### src/rtl/cam_line_centroid_if.sv
// Pixel stream from the camera capture block: one RGB565 pixel per cycle
// with its column/row address, qualified by cap_en. There is no backpressure.
interface cam_line_centroid_if;
    logic [15:0] cap_dout;
    logic [9:0]  cap_addr_x;
    logic [9:0]  cap_addr_y;
    logic        cap_en;

    modport master (
        output cap_dout,
        output cap_addr_x,
        output cap_addr_y,
        output cap_en
    );

    modport slave (
        input  cap_dout,
        input  cap_addr_x,
        input  cap_addr_y,
        input  cap_en
    );
endinterface

### src/rtl/cam_line_centroid.sv
// Per-frame centroid of dark pixels inside a row band, for line tracking.
// Stage 1 converts RGB565 to 8-bit luma and flags start/end of frame,
// stage 2 thresholds and accumulates column sum and count, and the frame end
// hands a snapshot to a 25-step restoring divider whose result is published
// as held registers plus a one-cycle valid pulse.
module cam_line_centroid #(
    parameter int IMG_W   = 320,
    parameter int IMG_H   = 240,
    parameter int MIN_PIX = 16
) (
    input  logic               CLK,
    input  logic               RST_X,
    cam_line_centroid_if.slave pix_if,
    input  logic [7:0]         thresh,
    input  logic [9:0]         roi_top,
    input  logic [9:0]         roi_bot,
    output logic [9:0]         cent_x,
    output logic [16:0]        cent_cnt,
    output logic               cent_found,
    output logic               cent_valid,
    output logic               frame_drop
);

    localparam logic [9:0]  X_LAST   = 10'(IMG_W - 1);
    localparam logic [9:0]  Y_LAST   = 10'(IMG_H - 1);
    localparam logic [16:0] MIN_CNT  = 17'(MIN_PIX);
    localparam logic [4:0]  DIV_LAST = 5'd24;

    typedef enum logic [1:0] {
        ST_IDLE = 2'd0,
        ST_DIV  = 2'd1,
        ST_DONE = 2'd2
    } state_t;

    // Luma approximation Y = (2R + 5G + B) / 8 on bit-replicated 8-bit channels.
    function automatic logic [7:0] luma8(input logic [15:0] px);
        logic [7:0]  r8;
        logic [7:0]  g8;
        logic [7:0]  b8;
        logic [10:0] acc;
        r8  = {px[15:11], px[15:13]};
        g8  = {px[10:5], px[10:9]};
        b8  = {px[4:0], px[4:2]};
        acc = {2'b00, r8, 1'b0} + ({3'b000, g8} * 11'd5) + {3'b000, b8};
        return 8'(acc >> 3);
    endfunction

    // Stage 1 registers
    logic        v1_d, v1_q;
    logic [7:0]  luma1_d, luma1_q;
    logic [9:0]  x1_d, x1_q;
    logic [9:0]  row1_d, row1_q;
    logic        sof1_d, sof1_q;
    logic        eof1_d, eof1_q;

    // Stage 2 accumulators
    logic [24:0] sum_d, sum_q;
    logic [16:0] cnt_d, cnt_q;
    logic        hit_s;
    logic        eof_s;
    logic [24:0] new_sum_s;
    logic [16:0] new_cnt_s;

    // Divider and result registers
    state_t      state_d, state_q;
    logic [4:0]  iter_d, iter_q;
    logic [16:0] rem_d, rem_q;
    logic [24:0] quo_d, quo_q;
    logic [16:0] dvs_d, dvs_q;
    logic [16:0] snap_cnt_d, snap_cnt_q;
    logic [17:0] shifted_s;
    logic [9:0]  cent_x_d, cent_x_q;
    logic [16:0] cent_cnt_d, cent_cnt_q;
    logic        cent_found_d, cent_found_q;
    logic        cent_valid_d, cent_valid_q;
    logic        frame_drop_d, frame_drop_q;

    // Stage 1: luma conversion and frame-boundary flags for the incoming pixel.
    always_comb begin
        v1_d    = pix_if.cap_en;
        luma1_d = luma8(pix_if.cap_dout);
        x1_d    = pix_if.cap_addr_x;
        row1_d  = pix_if.cap_addr_y;
        sof1_d  = (pix_if.cap_addr_x == 10'd0) && (pix_if.cap_addr_y == 10'd0);
        eof1_d  = (pix_if.cap_addr_x == X_LAST) && (pix_if.cap_addr_y == Y_LAST);
    end

    // Stage 1 pipeline register.
    always_ff @(posedge CLK or negedge RST_X) begin
        if (!RST_X) begin
            v1_q    <= 1'b0;
            luma1_q <= 8'd0;
            x1_q    <= 10'd0;
            row1_q  <= 10'd0;
            sof1_q  <= 1'b0;
            eof1_q  <= 1'b0;
        end else begin
            v1_q    <= v1_d;
            luma1_q <= luma1_d;
            x1_q    <= x1_d;
            row1_q  <= row1_d;
            sof1_q  <= sof1_d;
            eof1_q  <= eof1_d;
        end
    end

    // Stage 2: threshold/band test, accumulate; sof restarts, eof empties the accumulators.
    always_comb begin
        hit_s     = 1'b0;
        eof_s     = 1'b0;
        new_sum_s = sum_q;
        new_cnt_s = cnt_q;
        sum_d     = sum_q;
        cnt_d     = cnt_q;
        if (v1_q) begin
            hit_s = (luma1_q < thresh) && (row1_q >= roi_top) && (row1_q <= roi_bot);
            eof_s = eof1_q;
            if (sof1_q) begin
                new_sum_s = 25'd0;
                new_cnt_s = 17'd0;
            end else begin
                new_sum_s = sum_q;
                new_cnt_s = cnt_q;
            end
            if (hit_s) begin
                new_sum_s = new_sum_s + {15'd0, x1_q};
                new_cnt_s = new_cnt_s + 17'd1;
            end else begin
                new_sum_s = new_sum_s;
                new_cnt_s = new_cnt_s;
            end
            if (eof1_q) begin
                sum_d = 25'd0;
                cnt_d = 17'd0;
            end else begin
                sum_d = new_sum_s;
                cnt_d = new_cnt_s;
            end
        end else begin
            sum_d = sum_q;
            cnt_d = cnt_q;
        end
    end

    // Stage 2 accumulator registers.
    always_ff @(posedge CLK or negedge RST_X) begin
        if (!RST_X) begin
            sum_q <= 25'd0;
            cnt_q <= 17'd0;
        end else begin
            sum_q <= sum_d;
            cnt_q <= cnt_d;
        end
    end

    // Divider FSM: accept a snapshot when idle, run all 25 quotient steps, publish in DONE.
    always_comb begin
        state_d      = state_q;
        iter_d       = iter_q;
        rem_d        = rem_q;
        quo_d        = quo_q;
        dvs_d        = dvs_q;
        snap_cnt_d   = snap_cnt_q;
        cent_x_d     = cent_x_q;
        cent_cnt_d   = cent_cnt_q;
        cent_found_d = cent_found_q;
        cent_valid_d = 1'b0;
        frame_drop_d = 1'b0;
        shifted_s    = {rem_q, quo_q[24]};
        case (state_q)
            ST_IDLE: begin
                if (eof_s) begin
                    state_d    = ST_DIV;
                    iter_d     = 5'd0;
                    rem_d      = 17'd0;
                    quo_d      = new_sum_s;
                    dvs_d      = new_cnt_s;
                    snap_cnt_d = new_cnt_s;
                end else begin
                    state_d = ST_IDLE;
                end
            end
            ST_DIV: begin
                frame_drop_d = eof_s;
                // Dividend bits shift out of quo_q while quotient bits shift in.
                if (shifted_s >= {1'b0, dvs_q}) begin
                    rem_d = 17'(shifted_s - {1'b0, dvs_q});
                    quo_d = {quo_q[23:0], 1'b1};
                end else begin
                    rem_d = shifted_s[16:0];
                    quo_d = {quo_q[23:0], 1'b0};
                end
                if (iter_q == DIV_LAST) begin
                    state_d = ST_DONE;
                    iter_d  = 5'd0;
                end else begin
                    state_d = ST_DIV;
                    iter_d  = iter_q + 5'd1;
                end
            end
            ST_DONE: begin
                frame_drop_d = eof_s;
                cent_valid_d = 1'b1;
                cent_cnt_d   = snap_cnt_q;
                if (snap_cnt_q >= MIN_CNT) begin
                    cent_found_d = 1'b1;
                    cent_x_d     = quo_q[9:0];
                end else begin
                    cent_found_d = 1'b0;
                    cent_x_d     = cent_x_q;
                end
                state_d = ST_IDLE;
            end
            default: begin
                state_d = ST_IDLE;
            end
        endcase
    end

    // Divider state, operands and registered result outputs.
    always_ff @(posedge CLK or negedge RST_X) begin
        if (!RST_X) begin
            state_q      <= ST_IDLE;
            iter_q       <= 5'd0;
            rem_q        <= 17'd0;
            quo_q        <= 25'd0;
            dvs_q        <= 17'd0;
            snap_cnt_q   <= 17'd0;
            cent_x_q     <= 10'd0;
            cent_cnt_q   <= 17'd0;
            cent_found_q <= 1'b0;
            cent_valid_q <= 1'b0;
            frame_drop_q <= 1'b0;
        end else begin
            state_q      <= state_d;
            iter_q       <= iter_d;
            rem_q        <= rem_d;
            quo_q        <= quo_d;
            dvs_q        <= dvs_d;
            snap_cnt_q   <= snap_cnt_d;
            cent_x_q     <= cent_x_d;
            cent_cnt_q   <= cent_cnt_d;
            cent_found_q <= cent_found_d;
            cent_valid_q <= cent_valid_d;
            frame_drop_q <= frame_drop_d;
        end
    end

    assign cent_x     = cent_x_q;
    assign cent_cnt   = cent_cnt_q;
    assign cent_found = cent_found_q;
    assign cent_valid = cent_valid_q;
    assign frame_drop = frame_drop_q;

endmodule

### src/flat_wrapper.sv
// flat-port wrapper written by rule: the top's interface ports become plain ports
module cam_line_centroid_flat 
#(
    parameter int IMG_W   = 320,
    parameter int IMG_H   = 240,
    parameter int MIN_PIX = 16
)
  (CLK, RST_X, thresh, roi_top, roi_bot, cent_x, cent_cnt, cent_found, cent_valid, frame_drop, pix_if_cap_dout, pix_if_cap_addr_x, pix_if_cap_addr_y, pix_if_cap_en);
  cam_line_centroid_if pix_if_i ();
  input  logic CLK;
  input  logic RST_X;
  input  logic [7:0] thresh;
  input  logic [9:0] roi_top;
  input  logic [9:0] roi_bot;
  output logic [9:0] cent_x;
  output logic [16:0] cent_cnt;
  output logic cent_found;
  output logic cent_valid;
  output logic frame_drop;
  input wire logic [$bits(pix_if_i.cap_dout)-1:0] pix_if_cap_dout;
  input wire logic [$bits(pix_if_i.cap_addr_x)-1:0] pix_if_cap_addr_x;
  input wire logic [$bits(pix_if_i.cap_addr_y)-1:0] pix_if_cap_addr_y;
  input wire logic [$bits(pix_if_i.cap_en)-1:0] pix_if_cap_en;
  assign pix_if_i.cap_dout = pix_if_cap_dout;
  assign pix_if_i.cap_addr_x = pix_if_cap_addr_x;
  assign pix_if_i.cap_addr_y = pix_if_cap_addr_y;
  assign pix_if_i.cap_en = pix_if_cap_en;
  cam_line_centroid #(.IMG_W(IMG_W), .IMG_H(IMG_H), .MIN_PIX(MIN_PIX)) u_core (.CLK(CLK), .RST_X(RST_X), .pix_if(pix_if_i), .thresh(thresh), .roi_top(roi_top), .roi_bot(roi_bot), .cent_x(cent_x), .cent_cnt(cent_cnt), .cent_found(cent_found), .cent_valid(cent_valid), .frame_drop(frame_drop));
endmodule
### config.mk
export PLATFORM = sky130hd
export DESIGN_NAME = cam_line_centroid_flat
export DESIGN_NICKNAME = d
export VERILOG_FILES = /design/src/rtl/cam_line_centroid_if.sv /design/src/rtl/cam_line_centroid.sv /design/src/flat_wrapper.sv
export SDC_FILE = /design/constraint.sdc
export NUM_CORES = 1
export LEC_CHECK = 0
export ABC_AREA = 1
export CORE_MARGIN = 4
export CORE_UTILIZATION = 50
export DETAILED_ROUTE_END_ITERATION = 16
export PLACE_DENSITY_LB_ADDON = 0.08
export SYNTH_ARGS = -nofsm -noshare
export SYNTH_HDL_FRONTEND = slang
export SYNTH_SLANG_ARGS = --single-unit
### constraint.sdc
create_clock -name CLK -period 3.35 [get_ports CLK]
set_input_delay 0.5025 -clock CLK [delete_from_list [all_inputs] [get_ports CLK]]
set_output_delay 0.5025 -clock CLK [all_outputs]
set_load 0.01 [all_outputs]
==> flow_summary.ini, run 1 <==
[outcome]
run_status = completed

[power]
power.density_mw_per_mm2 = 510
power.ir.vdd_worst_mv = 0.383
finalPower_mw = 6.92
cellLeakagePower_nw = 7.25

[logic_synthesis]
netlist_area_mm2 = 0.0116
synth_net_count = 1791
netlist.top_cell.by_area = sky130_fd_sc_hd__dfrtp_1
synth.ff_latch_count = 169
synthTopCellsByArea = sky130_fd_sc_hd__dfrtp_1 (36%), sky130_fd_sc_hd__nand2_1 (17%), sky130_fd_sc_hd__ha_1 (8.4%), sky130_fd_sc_hd__inv_1 (8.0%), sky130_fd_sc_hd__nor2_1 (4.7%)
post_synth_inst_count = 1631
synth_cell_types = 49
synth.top_cell.area_share = 0.365
syn-mean-instance-area_um2 = 7.11
synth_seq_area_share = 0.365
yosys_warnings = 0

[drt]
vias_per_cell = 5.12
drt_first_pass_iters = 5
total_detailed_routing_wirelength_mm = 29.4
drt-initial-drc-count = 695
dr_wl_met3_mm = 1.04
num_vias = 10400
ant_nets = 0
highest_layer = met4
drt-met1-wl_mm = 13.5
drc_errors = 0
met2_length_mm = 14.1
detail_route.wl_per_cell_um = 14.5

[timing]
tns_ps = 0
setup_viol_count_final = 0
timing.max_slew.rel_slack = 0.231
slew_viol_final = 0
grt_setup_unrepaired = false
final.period_utilization = 0.948
timing.fmax_mhz = 315
worst_slew_pin_slew_ps = 1150
finalHoldViolations = 0
fin_crit_ps = 3180
skew_ps = 12.8

[critical_path]
crit_fanout = 3
timing.setup.critical_path_class = in -> reg
number_of_cells_on_the_worst_reg_to_reg_path = 12
critical_path.reg2reg.startpoint = u_core.snap_cnt_q[15]
setup.worst_path.start_class = input pin
critical_path_sink_type = register
crit-reg2reg-capture = u_core.rem_q[13]
r2r_slack_ps = 600
cp_data_arrival_time_ps = 3510
crit_path_required_time_ps = 3680

[global_routing]
grt_antenna_before_repair = 0
grt_overflow_total = 0
grt_first_pass_wirelength_mm = 50.7
largest_net_degree_at_the_start_of_global_routing = 67
via_count_of_the_first_global_routing_pass = 10600
globalRouteTotalUtil = 0.238

[placed_design]
post_detailed_placement_half_perimeter_wirelength_mm = 22.6
postPlaceCellArea_mm2 = 0.0129
buffer_ports.inserted = 96
gp_routability_congestion = 0.953

[worst_hold_path]
min_path_type = in -> async

[final_layout]
design.final.nets = 1893
insertedDiodeCount = 0
drive_above_1_share = 0.0596
multi_input_comb_area_mm2 = 0.00621
commonest_non_fill_non_tap_cell_in_the_layout = sky130_fd_sc_hd__nand2_1
most-common-layout-cells = sky130_fd_sc_hd__nand2_1 (530), sky130_fd_sc_hd__inv_1 (246), sky130_fd_sc_hd__dfrtp_1 (169)
nFillCells = 2161
area.growth.synth_to_final_pct = 17.0
sequential_cell_area_mm2 = 0.00423
final_area_mm2 = 0.0136

[clocking]
cts_num_sinks = 169
insertion_delay_ps = 440
ctsHoldBuffers = 0
worst_setup_hold_path_clk_slew_ps = 70
numCtsBuffers = 17
ctsHtreeMaxLevel = 4
root_buffer_cell = sky130_fd_sc_hd__clkbuf_16
tritoncts = yes
cts_buffer_depth = 2

[die]
ioPinCount = 97
die_area_mm2 = 0.0257
die_width_um = 160
chipHeight_um = 160
core-area_mm2 = 0.0227
start_util = 0.511
fp-row-count = 55

[flow_run]
drv.max_cap_violation_count = 0
## what timing repair did
item,in CTS,in global routing
pin swaps,0,7
endpoints found under the setup margin,1,1
resized for setup,1,6
endpoints found under the hold margin,0,0
setup buffers,0,1
## routing by layer
| metal | track usage | up-vias |
|---|---|---|
| met5 | 0 | - |
| met4 | 0.0755 | 0 |
| met3 | 0.0344 | 40 |
| met2 | 0.414 | 205 |
| met1 | 0.309 | 4788 |
| li1 | - | 5359 |
## how the worst max path moves through the flow
stage / to / start / depth (start not counted) / slack [ps]
floorplan: u_core.luma1_q[7] / pix_if_cap_dout[6] / 15 / 150
global placement: u_core.luma1_q[7] / pix_if_cap_dout[6] / 16 / -420
detailed placement: u_core.luma1_q[7] / pix_if_cap_dout[6] / 16 / -460
CTS: u_core.luma1_q[7] / pix_if_cap_dout[6] / 16 / 30
finish: u_core.luma1_q[7] / pix_if_cap_dout[9] / 15 / 170
global route: u_core.luma1_q[7] / pix_if_cap_dout[8] / 16 / 6
## area by class of cell
type                       count  area share
clock buffer                  17      0.0313
clock inverter                15      0.0111
inverter                     253      0.0701
multi-input combinational   1161       0.457
sequential                   169       0.312
tap                          285      0.0263
timing repair buffer         131      0.0923
## synthesized netlist by cell type (all sizes together)
cell type  count
a31oi          1
and2           2
clkbuf        29
o21ai         67
buf           19
mux2           1
nand2        533
ha            78
a21oi         84
clkinv         3
o31ai          1
nand3        102
a21o           6
nor4           7
nor3           9
nor2         154
xor2          21
fa            15
o21bai         5
o21a           1
dfrtp        169
o41ai          1
o22ai         21
nand4         26
nand3b         2
inv          250
a21boi         1
xnor2         13
o211ai        10
## registers in the layout, indices dropped and copies added, names as in the netlist
name               count
u_core.eof1_q          1
u_core.sum_q          25
u_core.sof1_q          1
u_core.cent_found      1
u_core.luma1_q         8
u_core.x1_q           10
u_core.cnt_q          17
u_core.snap_cnt_q     17
u_core.frame_drop      1
u_core.v1_q            1
u_core.iter_q          5
u_core.cent_valid      1
u_core.row1_q         10
u_core.state_q         2
u_core.rem_q          17
u_core.quo_q          25
u_core.cent_cnt       17
u_core.cent_x         10
## critical path, cell delays in order
cell	delay [ps]
sky130_fd_sc_hd__clkdlybuf4s50_1	430
sky130_fd_sc_hd__buf_4	160
sky130_fd_sc_hd__ha_1	290
sky130_fd_sc_hd__fa_1	500
sky130_fd_sc_hd__inv_1	50
sky130_fd_sc_hd__fa_1	490
sky130_fd_sc_hd__inv_1	40
sky130_fd_sc_hd__ha_1	310
sky130_fd_sc_hd__a21oi_2	140
sky130_fd_sc_hd__o21bai_1	100
sky130_fd_sc_hd__a21o_1	170
sky130_fd_sc_hd__a21oi_2	150
sky130_fd_sc_hd__inv_1	50
sky130_fd_sc_hd__nand2_1	50
sky130_fd_sc_hd__nand2_1	40
## where the power goes
part | total, mW | internal [mW] | switching [mW]
logic | 2.52 | 0.964 | 1.55
clock network | 1.93 | 0.992 | 0.934
registers | 2.48 | 2.31 | 0.175
## stage by stage
step	hold slack, ps	util	std cells	worst slack, ps
after floorplan	207	-	1631	150
after global placement	452	0.570	1998	-421
after detailed placement	461	0.570	1998	-463
after CTS	77.3	0.596	2030	27.2
after global routing	87.5	0.598	2031	6.49
final	54.0	0.598	2031	173
## logic make-up (layout without fill, tap and decap cells)
logic type	Yosys count	count (layout)	share of synthesized area
flops	169	169	0.365
xor+xnor	34	34	0.0257
mux	1	1	0.000971
fa+ha+maj	93	93	0.110
compound gates	198	198	0.0961
simple gates	835	835	0.298
buf+inv	301	416	0.105
(Power assumes the default switching activity.)
==> run 2, diff against run 1 <==
--- a/config.mk
+++ b/config.mk
@@ -10,6 +10,7 @@
 export CORE_UTILIZATION = 50
 export DETAILED_ROUTE_END_ITERATION = 16
 export PLACE_DENSITY_LB_ADDON = 0.08
+export SKIP_CTS_REPAIR_TIMING = 1
 export SYNTH_ARGS = -nofsm -noshare
 export SYNTH_HDL_FRONTEND = slang
 export SYNTH_SLANG_ARGS = --single-unit
==> results of run 2 <==
Same layout as run 1: the final DEF is identical, and so are final timing and power.
